**src/rtl/spectro_pkg.sv**
```systemverilog
// Shared constants and FSM state encoding for the spectrogram frame sequencer.
package spectro_pkg;

  localparam int N_CH     = 16;
  localparam int WORD_W   = 12;
  localparam int PERIOD_W = 16;
  localparam int SEL_W    = 4;
  localparam int BIT_W    = 4;
  localparam int FCNT_W   = 8;

  localparam logic [2:0] ST_IDLE  = 3'd0;
  localparam logic [2:0] ST_WAIT  = 3'd1;
  localparam logic [2:0] ST_LOAD  = 3'd2;
  localparam logic [2:0] ST_SHIFT = 3'd3;
  localparam logic [2:0] ST_CLR   = 3'd4;

  typedef enum logic [2:0] {
    S_IDLE  = ST_IDLE,
    S_WAIT  = ST_WAIT,
    S_LOAD  = ST_LOAD,
    S_SHIFT = ST_SHIFT,
    S_CLR   = ST_CLR
  } state_e;

endpackage

```
**src/rtl/spectro_frame_sequencer_ch_next_sel.sv**
```systemverilog
// Priority encoder picking the next enabled channel: the lowest set bit above
// cur_idx, or the lowest set bit overall when first is high.
module ch_next_sel
  import spectro_pkg::*;
(
  input  logic [N_CH-1:0]  mask_q,
  input  logic [SEL_W-1:0] cur_idx,
  input  logic             first,
  output logic [SEL_W-1:0] next_idx,
  output logic             next_vld
);

  // Scan from the top down so the last qualifying hit is the lowest index.
  always_comb begin
    next_idx = '0;
    next_vld = 1'b0;
    for (int i = N_CH - 1; i >= 0; i--) begin
      if (mask_q[i] && (first || (i > int'(cur_idx)))) begin
        next_idx = SEL_W'(i);
        next_vld = 1'b1;
      end
    end
  end

endmodule

```
**src/rtl/spectro_frame_sequencer.sv**
```systemverilog
// Frame-level readout scheduler: integration timer, per-channel wait/load/shift
// sequencing over the latched channel mask, frame-end accumulator clear and
// sticky overrun reporting.
module spectro_frame_sequencer
  import spectro_pkg::*;
(
  input  logic                clk,
  input  logic                reset,
  input  logic                enable,
  input  logic [PERIOD_W-1:0] period,
  input  logic [N_CH-1:0]     ch_mask,
  input  logic                out_ready,
  input  logic                ovr_clr,
  output logic [SEL_W-1:0]    selection,
  output logic                sl,
  output logic                shift_en,
  output logic                acc_clr,
  output logic                frame_start,
  output logic                frame_done,
  output logic                busy,
  output logic                overrun,
  output logic [FCNT_W-1:0]   frame_cnt
);

  state_e              state_q, state_d;
  logic [PERIOD_W-1:0] timer_q, timer_d;
  logic [BIT_W-1:0]    bit_cnt_q, bit_cnt_d;
  logic [SEL_W-1:0]    ch_idx_q, ch_idx_d;
  logic [N_CH-1:0]     mask_q, mask_d;
  logic                frame_start_q, frame_start_d;
  logic                overrun_q, overrun_d;
  logic [FCNT_W-1:0]   frame_cnt_q, frame_cnt_d;

  logic                timer_run;
  logic                tick;
  logic                sel_first;
  logic [N_CH-1:0]     sel_mask;
  logic [SEL_W-1:0]    nxt_idx;
  logic                nxt_vld;

  assign timer_run = enable && (period != '0);
  assign tick      = timer_run && (timer_q == period - 1'b1);

  // In IDLE the encoder looks at the live mask to find the first channel of the
  // frame being accepted; afterwards only the latched mask is consulted.
  assign sel_first = (state_q == S_IDLE);
  assign sel_mask  = sel_first ? ch_mask : mask_q;

  ch_next_sel u_next_sel (
    .mask_q   (sel_mask),
    .cur_idx  (ch_idx_q),
    .first    (sel_first),
    .next_idx (nxt_idx),
    .next_vld (nxt_vld)
  );

  // Integration timer: counts 0..period-1, and any value at or past the wrap
  // point (e.g. after period was lowered) falls back to 0 without a tick.
  always_comb begin
    timer_d = '0;
    if (timer_run && (timer_q < period - 1'b1)) begin
      timer_d = timer_q + 1'b1;
    end
  end

  // Sticky overrun: a tick while busy drops that frame; setting beats clearing.
  always_comb begin
    overrun_d = overrun_q;
    if (tick && (state_q != S_IDLE)) begin
      overrun_d = 1'b1;
    end else if (ovr_clr) begin
      overrun_d = 1'b0;
    end
  end

  // Frame FSM next-state logic with channel index and bit counter updates.
  always_comb begin
    state_d       = state_q;
    bit_cnt_d     = bit_cnt_q;
    ch_idx_d      = ch_idx_q;
    mask_d        = mask_q;
    frame_start_d = 1'b0;
    frame_cnt_d   = frame_cnt_q;
    case (state_q)
      S_IDLE: begin
        if (tick) begin
          mask_d        = ch_mask;
          frame_start_d = 1'b1;
          if (nxt_vld) begin
            ch_idx_d = nxt_idx;
            state_d  = S_WAIT;
          end else begin
            state_d = S_CLR;
          end
        end
      end
      S_WAIT: begin
        if (out_ready) begin
          state_d = S_LOAD;
        end
      end
      S_LOAD: begin
        bit_cnt_d = '0;
        state_d   = S_SHIFT;
      end
      S_SHIFT: begin
        bit_cnt_d = bit_cnt_q + 1'b1;
        if (bit_cnt_q == BIT_W'(WORD_W - 1)) begin
          if (nxt_vld) begin
            ch_idx_d = nxt_idx;
            state_d  = S_WAIT;
          end else begin
            state_d = S_CLR;
          end
        end
      end
      S_CLR: begin
        frame_cnt_d = frame_cnt_q + 1'b1;
        state_d     = S_IDLE;
      end
      default: begin
        state_d = S_IDLE;
      end
    endcase
  end

  // State register for timer, FSM and all registered outputs.
  always_ff @(posedge clk or posedge reset) begin
    if (reset) begin
      state_q       <= S_IDLE;
      timer_q       <= '0;
      bit_cnt_q     <= '0;
      ch_idx_q      <= '0;
      mask_q        <= '0;
      frame_start_q <= 1'b0;
      overrun_q     <= 1'b0;
      frame_cnt_q   <= '0;
    end else begin
      state_q       <= state_d;
      timer_q       <= timer_d;
      bit_cnt_q     <= bit_cnt_d;
      ch_idx_q      <= ch_idx_d;
      mask_q        <= mask_d;
      frame_start_q <= frame_start_d;
      overrun_q     <= overrun_d;
      frame_cnt_q   <= frame_cnt_d;
    end
  end

  // Moore output decode from the current state.
  always_comb begin
    selection = '0;
    sl        = 1'b0;
    shift_en  = 1'b0;
    acc_clr   = 1'b0;
    case (state_q)
      S_WAIT:  selection = ch_idx_q;
      S_LOAD: begin
        selection = ch_idx_q;
        sl        = 1'b1;
      end
      S_SHIFT: begin
        selection = ch_idx_q;
        shift_en  = 1'b1;
      end
      S_CLR:   acc_clr = 1'b1;
      default: selection = '0;
    endcase
  end

  assign frame_done  = acc_clr;
  assign busy        = (state_q != S_IDLE);
  assign frame_start = frame_start_q;
  assign overrun     = overrun_q;
  assign frame_cnt   = frame_cnt_q;

endmodule
```
**config.mk**
```make
export PLATFORM = sky130hd
export DESIGN_NAME = spectro_frame_sequencer
export DESIGN_NICKNAME = d
export VERILOG_FILES = /design/src/rtl/spectro_pkg.sv /design/src/rtl/spectro_frame_sequencer_ch_next_sel.sv /design/src/rtl/spectro_frame_sequencer.sv
export SDC_FILE = /design/constraint.sdc
export NUM_CORES = 1
export LEC_CHECK = 0
export BUFFER_PORTS_ARGS = -buffer_cell sky130_fd_sc_hd__clkbuf_2
export CAP_MARGIN = 25
export CORE_UTILIZATION = 50
export CTS_CLUSTER_DIAMETER = 80
export DETAILED_ROUTE_END_ITERATION = 10
export PLACE_DENSITY = 0.77
export SLEW_MARGIN = 30
export SYNTH_ARGS = -nofsm -noshare
export SYNTH_HDL_FRONTEND = slang
export SYNTH_HIERARCHICAL = 1
export SYNTH_SLANG_ARGS = --single-unit
```
**constraint.sdc**
```tcl
create_clock -name clk -period 3.5 [get_ports clk]
set_input_delay 0 -clock clk [delete_from_list [all_inputs] [get_ports clk]]
set_output_delay 0 -clock clk [all_outputs]
set_load 0.02 [all_outputs]
```
==> results.md, run 1 <==
* Max Freq at between 300 and 400 MHz
* Fin crit share at between 80 and 90%
* RSZ-0062 raised after global routing: false
* Yosys warns at 6
* Yosys reg bits at 53
* Final Setup Violations at 0
* Iter 0 DRT Violations at about 170
* Top post-synthesis cells by area: dfrtp_1 36%, nand2_1 7.0%, ha_1 6.8%
* Fin util at 62.5%
* CTS clk-pin slew, worst paths at about 100 ps
* Initial Util at approximately 53%
* Buffers added on ports at 55
* FF/Latch Area at ~1300 um2
* CTS tree: done
* Top cells by count, synth: 69 x nand2_1, 53 x dfrtp_1, 35 x nor2_1
* Worst slew pin tran at between 600 and 700 ps
* Syn nets at ~460
* Hold Crit Class: input pin to register
* Vias in the first global route at ~2.9k
* Die H at around 88 um
* Post_cts resized at 0
* Grt ovf at 0
* Area grow syn2layout at 17.8%
* Area leader, netlist: dfrtp_1
* Full die area at ~7700 um2
* Kind of critical path: register to register
* Synth Area in Compound Gates at a little under an eighth
* Root buf cell: clkbuf_8
* Most common flop cell mapped by yosys: dfrtp_1
* Antenna-violating nets left at 0
* Final hold vios at 0
* Slew headroom at 55.4%
* Post-Syn Area per Cell at between 9 and 10 um2
* IO Pins at 56
* Antenna diodes at 0
* # clock sinks at 53
* Die X at 87.9 um
* Crit path DAT at around 3200 ps
* Drt pass-1 iters at 4
* Detailed Place HPWL at approximately 5900 um
* Residual DRC at 0
* Post-Synth Simple-Gate Area at 26.2%
* Max Slew Vio Count at 0
* Outcome: finished, final reports clean
* DR vias at roughly 3.1k
* Yosys top cell area share at 36.0%
* Clock Latency Late Sink at roughly 310 ps
* Share of post-route cells with drive strength above 1 at around 22%
* Max Clock Skew at 10.7 ps
* Multi-input gate area at around 2200 um2
* Pin count of the biggest net entering global routing at between 50 and 60
* Worst vdd ir at 244 uV
* Layout Nets at 535
* XOR/XNOR share of the synthesized area at 8.08%
* # rows at 30
* Post-CTS setup buffer count at 0
* FFs w/ async S/R, synth at 100%
* Vias per inst at 5.42
* RePlAce Congestion at 0.937
* First-pass GRT wire length at between 10,000 and 15,000 um
* Netlist Area Pre-Place at between 3000 and 4000 um2
* Drt wl/cell at around 14 um
* Min Tclk post-route at between 3000 and 4000 ps
* CTS H-Tree Depth at 2
* CORE AREA at around 6900 um2
* Synth unique cells at between 60 and 70
* Hold-fix buffers, CTS at 18
* CP Launch Type: register
* Num CTS Buffers at 5
* # fillers at between 600 and 700
* Number of max-cap violations at 0
* Clk buf depth at 2
* Post-synthesis mux area share at 7.43%
* Post-synth EDFFs at 0
* Cells after Synth at roughly 400
* Power per standard cell area at between 400 and 500 nW/um2
* Most frequent cell after synthesis: nand2_1
* Req. time, crit path at ~3700 ps
* CP endpoint kind: register
* Post-synthesis sequential area ratio at a little over a third
* Total leakage power at ~2.1 nW
* Max FO, Critical Path at 18
* Fin Setup TNS at 0 ps
* GRT Util Overall at a little over a fifth
* Initial antenna violation count at 0
* Post-Synth Adder-Cell Area at 6.79%
* Largest family of logic cells by synthesized area: simple AND/OR/NAND/NOR gates
* Drt total wl at just over 8000 um
-- worst max-delay path, cell delays in order (launching register included) --
cell and delay (ps):
dfrtp_1 510, or3_1 430, clkinv_1 160, buf_4 250, nand2_1 80, nand2_1 100, o21ai_1 130, nand4_1 150
and4bb_1 210, nand2_1 120, inv_1 80, o31a_4 390, mux2_4 300
-- stage by stage --
step           cells  area [um2]  power, mW  hold slack [ps]  setup slack (ps)
6_report         575        4340       2.09             35.8               459
5_1_grt          575        4340       2.23             49.3               256
2_1_floorplan    406        3690       1.42              105               270
3_5_place_dp     549        4040       1.63              208               166
4_1_cts          575        4340       2.10             33.8               473
3_3_place_gp     549        4040       1.61              201               252
-- state kept, by name, summed over array words and instances, names as in the netlist --
| signal | cells |
|---|---|
| mask_q | 16 |
| timer_q | 16 |
| frame_cnt | 8 |
| bit_cnt_q | 4 |
| ch_idx_q | 4 |
| state_q | 3 |
| frame_start | 1 |
| overrun | 1 |
-- final cells by class --
type,instances,share of cell area [%]
flip-flops and latches,53,30.5
inverters,9,0.778
well taps,96,2.77
clock inverters,2,0.865
clock buffers,6,1.90
multi-input cells,328,51.3
repair buffers,81,11.9
-- layer usage --
| layer | routed length [um] | track usage (%) | up-vias |
|---|---|---|---|
| met1 | 3940 | 30.9 | 1467 |
| li1 | - | - | 1567 |
| met2 | 3840 | 35.1 | 72 |
| met3 | 302 | 2.92 | 9 |
| met5 | 0 | 0 | - |
| met4 | 106 | 6.71 | 0 |
-- power by group --
part	internal (mW)	switching (mW)	total (mW)
registers	0.673	0.111	0.784
clock network	0.233	0.211	0.444
logic	0.370	0.491	0.861
-- logic make-up (layout without fill, tap and decap cells) --
group                    Yosys count  count (layout)
buffers and inverters             25              98
adder cells (fa/ha/maj)           20              20
AO/OA/AOI/OAI                     62              62
multiplexers                      23              23
XOR/XNOR                          34              34
flip-flops                        53              53
AND/OR/NAND/NOR                  189             189
-- cell usage in the layout (no fill, tap or decap), drive strengths merged, types with 5 or more instances in the layout --
cell         count
and3             6
nor2            36
nor3             9
nand3           14
inv              8
and4             6
dlygate4sd3     18
nand4            7
clkbuf          61
nand2           69
a21oi           13
nand2b           8
nor2b            7
dfrtp           53
ha              20
o21ai           20
xnor2           14
mux2            23
xor2            20
buf              8
and2             5
-- path summary, 6_finish.rpt --
check	from	cells after the start	slack [ps]	end
min in group asynchronous	reset	4	410	state_q[0]
min reg2reg	frame_cnt[7]	1	480	frame_cnt[7]
max in group asynchronous	reset	4	2650	bit_cnt_q[0]
max	state_q[0]	12	460	ch_idx_q[2]
max reg2reg	state_q[0]	12	460	ch_idx_q[2]
min	enable	3	40	overrun
(Power assumes the default switching activity.)
==> run 2: changes to the inputs <==
CTS_CLUSTER_SIZE = 14   (was default)
SYNTH_HIERARCHICAL = default   (was 1)
==> results.md, run 2 <==
* Outcome: finished, final reports clean
* Most frequent cell after synthesis: nand2_1
* Buffers added on ports at 55 (unchanged)
* Max Freq at 321 MHz (-2.4%)
* Root buf cell: clkbuf_8
* Iter 0 DRT Violations at 153 (-11%)
* Post-Layout Cell Count at 582 (+1.2%)
* Clk buf depth at 2 (unchanged)
* Worst vdd ir at 223 uV (-8.8%)
* Post-synthesis sequential area ratio at 36.5% (+0.50 points)
* Post-synth EDFFs at 0 (unchanged)
* First-pass GRT wire length at 14,500 um (+8.9%)
* IO Pins at 56 (unchanged)
* Area grow syn2layout at 17.7% (about the same)
* Commonest non-fill, non-tap cell in the layout: nand2_1
* Post-Syn Area per Cell at 8.53 um2 (-6.0%)
* Top cells by count, synth: 67 x nand2_1, 52 x dfrtp_1, 29 x nor3_1
* Top reg by flops: timer_q
* Clock Latency Late Sink at 310 ps (about the same)
* Num CTS Buffers at 5 (unchanged)
* Top Metal Used: met4
* CORE AREA at 6830 um2 (-1.6%)
* # rows at 30 (unchanged)
* Met2 WL at 4280 um (+12%)
* GRT Util Overall at 24.3% (+2.4 points)
* Crit path DAT at 3340 ps (+100 ps)
* Placed Cells at 556 (+1.3%)
* RePlAce Congestion at 0.926 (-1.2%)
* Drt wl/cell at 14.8 um (+3.9%)
* Vias per inst at 5.67 (+4.7%)
* Fin crit share at 89.0% (+2.1 points)
* Yosys top cell area share at 36.5% (+0.50 points)
* Min Tclk post-route at 3120 ps (+74.6 ps)
* Share of post-route cells with drive strength above 1 at 16.5% (-5.9 points)
* Max FO, Critical Path at 16 (-2)
* # fillers at 599 (-0.66%)
* Power per standard cell area at 362 nW/um2 (-25%)
* Slew headroom at 54.9% (-0.51 points)
* Initial antenna violation count at 0 (unchanged)
* Worst hold slack at 200 ps (+164 ps)
* Pin count of the biggest net entering global routing at 53 (-1.9%)
* FFs w/ async S/R, synth at 100% (unchanged)
* Met3 wire len at 407 um (+35%)
* Most frequent cells in the layout: 67 x nand2_1, 55 x clkbuf_2, 52 x dfrtp_1, 29 x nor3_1, 28 x nor2_1
* Worst slew pin tran at 672 ps (+2.51 ps)
* CP Launch Type: input pin
* Yosys warns at 0 (-6)
* Full die area at 7480 um2 (-3.2%)
* Antenna diodes at 0 (unchanged)
* # clock sinks at 52 (-1.9%)
* Most common flop cell mapped by yosys: dfrtp_1
* Cells after Synth at 418 (+3.0%)
* Initial Util at 52.2% (-0.86 points)
* Synth unique cells at 64 (-3.0%)
* Number of max-cap violations at 0 (unchanged)
* Final Setup Violations at 0 (unchanged)
* Max Clock Skew at 15.7 ps (+5.00 ps)
* Top post-synthesis cells by area: dfrtp_1 36%, nand2_1 7.1%, ha_1 7.0%
* Yosys reg bits at 52 (-1.9%)
* Antenna-violating nets left at 0 (unchanged)
* CTS H-Tree Depth at 2 (unchanged)
* Drt total wl at 8610 um (+5.2%)
* Residual DRC at 0 (unchanged)
* CTS clk-pin slew, worst paths at 110 ps (about the same)
* Detailed Place HPWL at 6130 um (+3.4%)
* Drt pass-1 iters at 5 (+1)
* Max reg flops at 16
* RSZ-0062 raised after global routing: false
* Area leader, netlist: dfrtp_1
* Vias in the first global route at 3,232 (+11%)
* Total leakage power at 1.96 nW (-7.9%)
* DR vias at 3,301 (+6.0%)
* CTS tree: done
* Die H at 86.5 um (-1.6%)
* Max Slew Vio Count at 0 (unchanged)
* Netlist Area Pre-Place at 3570 um2 (-3.2%)
* Layout Nets at 542 (+1.3%)
* Kind of critical path: input pin to register
* CP endpoint kind: register
* Req. time, crit path at 3720 ps (+20 ps)
* Die X at 86.5 um (-1.6%)
* Final hold vios at 0 (unchanged)
* Met1 wire length at 3810 um (-3.3%)
* Syn nets at 475 (+2.6%)
* Hold Crit Class: input pin to register
* Grt ovf at 0 (unchanged)
run 2: cell types whose count changed in the layout (fill, tap and decap cells not counted), sizes merged, moves of 4 or more:
cell | before | now
and4 | 6 | 0
nor2 | 36 | 30
o21ai | 20 | 15
xor2 | 20 | 14
nand2b | 8 | 4
xnor2 | 14 | 21
nor3 | 9 | 30
mux2 | 23 | 2
o31ai | 0 | 4
inv | 8 | 16
run 2: power breakdown:
part,internal (mW),total (mW),switching (mW)
logic,0.186,0.448,0.262
registers,0.641,0.711,0.0698
clock network,0.147,0.362,0.214
run 2: stage by stage:
step	utilization, %	TNS [ps]	worst slack (ps)	power [mW]	cell area (um2)
global route	61.4	0	47.9	1.62	4200
floorplan	-	0	306	1.02	3570
CTS	61.4	0	267	1.53	4190
finish	61.4	0	385	1.52	4200
global placement	57.3	0	144	1.13	3920
detailed placement	57.3	-175	-62.4	1.15	3920
run 2: repair_timing:
item / in CTS / in global routing
resized for setup: 0 / 1
hold buffers: 18 / 0
setup buffers: 0 / 0
setup endpoints to repair: 0 / 16
hold endpoints to repair: 69 / 0
run 2: worst max-delay path, cell delays in order:
cell and delay [ps]:
clkbuf_2 110, or3_1 400, nor3_1 220, nand2b_1 140
or2_2 310, nor4_1 240, xnor2_1 160, ha_1 260
a21oi_1 130, nor2b_1 70, o21ai_0 190, o311ai_0 200
or4b_4 640, nor3_1 270
run 2: cell families (layout without fill, tap and decap cells):
| family | after synthesis | count (layout) | synth area share, % |
|---|---|---|---|
| AOI/OAI and AO/OA | 79 | 79 | 15.4 |
| xor gates and xnor gates | 35 | 35 | 8.59 |
| adders and majority gates | 20 | 20 | 7.02 |
| buffers and inverters | 34 | 102 | 4.17 |
| DFF | 52 | 52 | 36.5 |
| muxes | 4 | 4 | 1.30 |
| and+or+nand+nor | 194 | 194 | 27.1 |
run 2: path summary, 6_finish.rpt:
check                           depth (start not counted)  slack, ps     endpoint       start
worst max-delay path                                   14        380   timer_q[6]   period[2]
worst min-delay path                                    5        200      overrun      enable
worst max register to register                          8        810  ch_idx_q[0]  state_q[0]
worst min register to register                          2        470    mask_q[2]   mask_q[2]
max in group asynchronous                               3       2760    mask_q[4]       reset
min in group asynchronous                               3        330   state_q[0]       reset
run 2: layout make-up:
class | count | area (um2) | area share, %
Clock buffer | 5 | 68.8 | 1.64
Inverter | 15 | 58.8 | 1.40
Clock inverter | 3 | 27.5 | 0.656
Sequential cell | 52 | 1300 | 31.0
Timing Repair Buffer | 79 | 500 | 11.9
Tap cell | 96 | 120 | 2.86
Multi-Input combinational cell | 332 | 2120 | 50.5
run 2: layer usage:
| layer | up-vias | track usage, % |
|---|---|---|
| li1 | 1617 | - |
| met1 | 1562 | 31.2 |
| met2 | 105 | 42.9 |
| met3 | 17 | 3.71 |
| met4 | 0 | 5.91 |
| met5 | - | 0 |
